`src/rtl/fetch_pkg.sv`:
```
// Fetch unit shared types: FSM state enum, reset PC, PC step and HLT opcode.
// Also a small helper that recognises the HLT opcode in an instruction word.
package fetch_pkg;

  typedef enum logic [1:0] {
    ST_FETCH = 2'd0,
    ST_DROP  = 2'd1,
    ST_HOLD  = 2'd2,
    ST_HALT  = 2'd3
  } state_e;

  localparam logic [15:0] RESET_PC = 16'h0000;
  localparam logic [15:0] PC_INC   = 16'h0002;
  localparam logic [3:0]  OPC_HLT  = 4'hF;

  function automatic logic is_hlt(input logic [15:0] ins);
    return ins[15:12] == OPC_HLT;
  endfunction

endpackage

```
`src/rtl/addsub_16bit.sv`:
```
// 16-bit modulo adder/subtractor: sum = a + b (sub=0) or a - b (sub=1).
// Ports: a, b (operands), sub (select), sum (result, carry dropped).
module addsub_16bit (
  input  logic [15:0] a,
  input  logic [15:0] b,
  input  logic        sub,
  output logic [15:0] sum
);

  logic [15:0] b_x;

  assign b_x = b ^ {16{sub}};
  assign sum = a + b_x + {15'd0, sub};

endmodule

```
`src/rtl/fetch_unit.sv`:
```
// Instruction fetch stage: PC, imem handshake, one-entry skid, IF/ID register.
// Ports: clk, rst, stall, redirect/redirect_pc in; imem_req/imem_addr out,
// imem_ready/imem_data in; inst_valid, inst, inst_pc_plus_two, halted out.
// Optional HLT stop enabled by defining FETCH_HALT_EN.
module fetch_unit
  import fetch_pkg::*;
(
  input  logic        clk,
  input  logic        rst,
  input  logic        stall,
  input  logic        redirect,
  input  logic [15:0] redirect_pc,
  output logic        imem_req,
  output logic [15:0] imem_addr,
  input  logic        imem_ready,
  input  logic [15:0] imem_data,
  output logic        inst_valid,
  output logic [15:0] inst,
  output logic [15:0] inst_pc_plus_two,
  output logic        halted
);

`ifdef FETCH_HALT_EN
  localparam logic HALT_EN = 1'b1;
`else
  localparam logic HALT_EN = 1'b0;
`endif

  state_e      state_q, state_d;
  logic [15:0] pc_q, pc_d;
  logic [15:0] drop_q, drop_d;
  logic [15:0] sk_inst_q, sk_inst_d;
  logic [15:0] sk_pc_q, sk_pc_d;
  logic [15:0] sk_pc2_q, sk_pc2_d;
  logic [15:0] inst_q, inst_d;
  logic [15:0] pc2_q, pc2_d;
  logic        valid_q, valid_d;
  logic        halted_q, halted_d;
  logic [15:0] pc_inc;
  logic [15:0] rpc;

  addsub_16bit u_inc (
    .a   (pc_q),
    .b   (PC_INC),
    .sub (1'b0),
    .sum (pc_inc)
  );

  assign rpc = redirect_pc & 16'hFFFE;

  // DROP keeps presenting the abandoned address until its response lands.
  assign imem_req  = (state_q == ST_FETCH) || (state_q == ST_DROP);
  assign imem_addr = (state_q == ST_DROP) ? drop_q : pc_q;

  assign inst_valid       = valid_q;
  assign inst             = inst_q;
  assign inst_pc_plus_two = pc2_q;
  assign halted           = HALT_EN & halted_q;

  always_comb begin
    state_d   = state_q;
    pc_d      = pc_q;
    drop_d    = drop_q;
    sk_inst_d = sk_inst_q;
    sk_pc_d   = sk_pc_q;
    sk_pc2_d  = sk_pc2_q;
    inst_d    = inst_q;
    pc2_d     = pc2_q;
    valid_d   = valid_q;
    halted_d  = halted_q;
    if (redirect) begin
      pc_d     = rpc;
      valid_d  = 1'b0;
      halted_d = 1'b0;
      unique case (state_q)
        ST_FETCH: begin
          if (!imem_ready) begin
            drop_d  = pc_q;
            state_d = ST_DROP;
          end
        end
        ST_DROP: begin
          if (imem_ready) state_d = ST_FETCH;
        end
        default: state_d = ST_FETCH;
      endcase
    end else begin
      unique case (state_q)
        ST_FETCH: begin
          if (imem_ready) begin
            if (!stall || !valid_q) begin
              inst_d  = imem_data;
              pc2_d   = pc_inc;
              valid_d = 1'b1;
              if (HALT_EN && is_hlt(imem_data)) begin
                state_d  = ST_HALT;
                halted_d = 1'b1;
              end else begin
                pc_d = pc_inc;
              end
            end else begin
              sk_inst_d = imem_data;
              sk_pc_d   = pc_q;
              sk_pc2_d  = pc_inc;
              pc_d      = pc_inc;
              state_d   = ST_HOLD;
            end
          end else if (!stall) begin
            valid_d = 1'b0;
          end
        end
        ST_DROP: begin
          if (imem_ready) state_d = ST_FETCH;
        end
        ST_HOLD: begin
          if (!stall) begin
            inst_d  = sk_inst_q;
            pc2_d   = sk_pc2_q;
            valid_d = 1'b1;
            state_d = ST_FETCH;
            // pc already moved past the skid entry; rewind it to the HLT.
            if (HALT_EN && is_hlt(sk_inst_q)) begin
              state_d  = ST_HALT;
              halted_d = 1'b1;
              pc_d     = sk_pc_q;
            end
          end
        end
        ST_HALT: begin
          if (!stall) valid_d = 1'b0;
        end
        default: state_d = ST_FETCH;
      endcase
    end
  end

  always_ff @(posedge clk) begin
    if (rst) begin
      state_q   <= ST_FETCH;
      pc_q      <= RESET_PC;
      drop_q    <= RESET_PC;
      sk_inst_q <= 16'h0000;
      sk_pc_q   <= 16'h0000;
      sk_pc2_q  <= 16'h0000;
      inst_q    <= 16'h0000;
      pc2_q     <= 16'h0000;
      valid_q   <= 1'b0;
      halted_q  <= 1'b0;
    end else begin
      state_q   <= state_d;
      pc_q      <= pc_d;
      drop_q    <= drop_d;
      sk_inst_q <= sk_inst_d;
      sk_pc_q   <= sk_pc_d;
      sk_pc2_q  <= sk_pc2_d;
      inst_q    <= inst_d;
      pc2_q     <= pc2_d;
      valid_q   <= valid_d;
      halted_q  <= halted_d;
    end
  end

endmodule

```
`config.mk`:
```
export PLATFORM = sky130hd
export DESIGN_NAME = fetch_unit
export DESIGN_NICKNAME = d
export VERILOG_FILES = /design/src/rtl/fetch_pkg.sv /design/src/rtl/addsub_16bit.sv /design/src/rtl/fetch_unit.sv
export SDC_FILE = /design/constraint.sdc
export NUM_CORES = 1
export LEC_CHECK = 0
export ABC_AREA = 1
export CAP_MARGIN = 20
export CORE_ASPECT_RATIO = 0.5
export CORE_UTILIZATION = 52
export CTS_CLUSTER_DIAMETER = 60
export CTS_CLUSTER_SIZE = 28
export DETAILED_ROUTE_END_ITERATION = 8
export PLACE_DENSITY = 0.91
export SYNTH_ARGS = -nofsm -noshare
export SYNTH_HDL_FRONTEND = slang
export SYNTH_SLANG_ARGS = --single-unit
```
`constraint.sdc`:
```
create_clock -name clk -period 2.2 [get_ports clk]
set_clock_uncertainty 0.2 [all_clocks]
set_input_delay 0.55 -clock clk [delete_from_list [all_inputs] [get_ports clk]]
set_output_delay 0.55 -clock clk [all_outputs]
set_load 0.03 [all_outputs]
```
==> flow_summary.json <==
{
  "clock_latency_ns": 0.35,
  "end_kind": "output pin",
  "drt_pass1_iterations": 5,
  "rrSetupSlack_ns": 0.13,
  "grt_max_degree": 36,
  "cp_data_arrival_time_ns": 1.57,
  "gr-usage-all-layers_pct": 29.68,
  "grt_pass1_wl_mm": 21.08,
  "root_buffer": "clkbuf_16",
  "drt-total-wl_mm": 13.76,
  "yosys.area.top_type_share_pct": 40.97,
  "critical_path_class": "flop to output pin",
  "synth.most_common_cell": "nand2_1",
  "violations": "negative setup slack",
  "cp_max_fo": 8,
  "cts_tree": "built",
  "ys.flop_type": "dfxtp_1",
  "drc_errors": 0,
  "clock_sinks": 95,
  "diodes": 0,
  "grt.overflow.total": 0,
  "min_period_ns": 2.317,
  "setup-violations-final": 15,
  "cts_hold_buf": 0,
  "async_reset_ff_share_pct": 0,
  "cp.required_ns": 1.45,
  "yosys.cell_types.count": 29,
  "comb_power_share_pct": 30.7,
  "max_stage_delay_ns": 0.37,
  "setup_slack_ns": -0.1171,
  "fin_area_um2": 6466,
  "synth_largest_area_cell": "dfxtp_1",
  "placed_area_um2": 5861,
  "worst_path_max_delay_cell": "dfxtp_2",
  "synth_cells": 712,
  "cp_cell_sequence": "inv_4, ha_4, clkbuf_16, o21ai_1, buf_4, buf_12",
  "syn_avg_cell_area_um2": 6.520,
  "synth.area.top_cells": "dfxtp_1, nand2_1, o21ai_0",
  "fillers": 586,
  "hold_depth": 2,
  "antenna_found_initial": 0,
  "dr.first_iter.drc_count": 458,
  "dieArea_um2": 9332,
  "min_to": "inst_pc_plus_two[3]",
  "peakVddDrop_mv": 0.4653,
  "synth_common_cells": "nand2_1, nor2_1, dfxtp_1",
  "critical_path.startpoint_type": "flop",
  "numCtsBuffers": 9,
  "cts-htree-levels": 3,
  "synth_seq_area_share_pct": 40.97,
  "synth_seq_cells": 95,
  "power.share.clock_pct": 32.3,
  "via_per_inst": 5.368,
  "internal-power_mw": 3.633,
  "timing.fmax_mhz": 431.6,
  "dieWidth_um": 135.6,
  "r2r_end": "inst_pc_plus_two[8]",
  "power_frac_seq_pct": 37.0,
  "status": "complete, but fails checks",
  "drv_slew": 0,
  "final_util_pct": 77.75,
  "synthToLayoutAreaGrowth_pct": 39.30,
  "fin_cells": 923,
  "hpwlAfterDp_mm": 8.285,
  "hold_class": "flop to flop",
  "finalHoldViolCount": 0,
  "wl_per_cell_um": 14.91,
  "place_congestion": 0.9290,
  "num_vias": 4955,
  "rr_startpoint": "pc_q[1]",
  "power_leakage_nw": 2.944,
  "core_um2": 8317,
  "initial_utilization_pct": 55.81,
  "port_buffers": 83,
  "max_cap_viol_count": 0,
  "min-delay-start": "inst_pc_plus_two[3]",
  "yosys_warnings": 0,
  "grt_pass1_vias": 4571,
  "netSwitchingPower_mw": 1.724,
  "post-place-ws_ns": -0.1641,
  "power_density_nw_per_um2": 828.5,
  "syn-cell-area_um2": 4642,
  "row_count": 23,
  "die_h_um": 68.81,
  "period_share_pct": 105.3,
  "rr_worst_depth": 6,
  "io-pin-count": 88,
  "synth_edf_count": 0,
  "rsz0062_at_grt": "yes",
  "path_clk_slew_ns": 0.07,
  "p_sw_share_pct": 32.18,
  "cts_max_path_buffers": 2,
  "fin_nets": 850,
  "drive_above_1_share_pct": 13.19,
  "ant_nets": 0,
  "dp.cells": 899
}
==> how the worst max path moves through the flow <==
stage / depth (start not counted) / slack [ns] / from / end
global placement: 6 / -0.10 / imem_ready / sk_pc2_q[7]
global route: 7 / -0.14 / state_q[1] / imem_addr[6]
floorplan: 4 / -0.14 / state_q[1] / imem_addr[10]
detailed placement: 8 / -0.16 / redirect / state_q[1]
CTS: 6 / -0.07 / state_q[1] / imem_addr[4]
finish: 6 / -0.12 / state_q[1] / imem_addr[9]
==> through the flow <==
stage | power, mW | hold slack, ns | setup TNS, ns
5_1_grt | 5.571 | 0.2911 | -1.282
3_3_place_gp | 3.420 | 0.2507 | -1.653
3_5_place_dp | 3.461 | 0.2650 | -3.780
2_1_floorplan | 2.842 | 0.2716 | -1.521
6_report | 5.357 | 0.2785 | -0.9482
4_1_cts | 5.231 | 0.2761 | -0.6571
==> area by class of cell <==
class / count / area, µm² / share of cell area (%)
timing repair buffer: 122 / 1384 / 21.40
tap: 112 / 140.1 / 2.167
clock inverter: 5 / 78.83 / 1.219
clock buffer: 11 / 252.7 / 3.909
multi-input combinational: 499 / 2405 / 37.19
inverter: 79 / 299.0 / 4.625
sequential: 95 / 1907 / 29.49
==> repair_timing <==
item                                    4_1_cts  5_1_grt
setup buffers                                 1        4
gates resized for setup                      25       27
pin swaps                                     2        5
gates cloned                                  1        2
endpoints found under the setup margin       16       17
==> per-layer routing <==
metal | part of all wire, % | global-route usage (%)
met5 | 0 | 0
met4 | 2.8 | 16.57
met3 | 8.8 | 6.725
met2 | 48 | 51.85
met1 | 40 | 34.77
==> worst max-delay path, delay by kind of cell (launching register included) <==
| family | cells | cell delay [ns] |
|---|---|---|
| flip-flops | 1 | 0.37 |
| buffers and inverters | 4 | 0.49 |
| adder cells (fa/ha/maj) | 1 | 0.21 |
| AO/OA/AOI/OAI | 1 | 0.15 |
==> layout by cell type, fill, tap and decap left out, types with 3 or more instances in the layout <==
master and count:
a21oi_1 46, buf_12 19, buf_4 31, clkbuf_16 11, clkdlybuf4s50_1 67, conb_1 3
dfxtp_1 93, ha_1 5, inv_1 74, inv_2 4, nand2_1 164, nand2_2 11
nand3_1 30, nand4_1 6, nor2_1 117, o21ai_0 74, o21ai_1 8, o21ai_2 7
o21ai_4 6, xor2_1 6
==> cell families (layout without fill, tap and decap cells) <==
group	after synthesis	after routing	synth area share, %
buffers and inverters	120	217	10.49
xor gates and xnor gates	7	7	1.321
AOI/OAI and AO/OA	150	150	16.68
DFF	95	95	40.97
and+or+nand+nor	332	332	28.57
adders and majority gates	7	7	1.887
other	1	3	0.08078
==> sequential cells by signal (all words and copies together), names as in the netlist <==
register          cells
state_q               2
inst_pc_plus_two     15
sk_inst_q            16
inst_valid            1
sk_pc2_q             15
pc_q                 15
inst                 16
drop_q               15
==> power by group through the flow <==
stage               clock network [mW]  registers [mW]  logic (mW)
floorplan                            0            2.18       0.665
CTS                               1.73            1.98        1.52
global placement                     0            2.00        1.42
detailed placement                   0            2.01        1.45
global route                      1.80            2.00        1.77
finish                            1.73            1.98        1.64
Note: power is estimated with default switching activity, not from simulation.
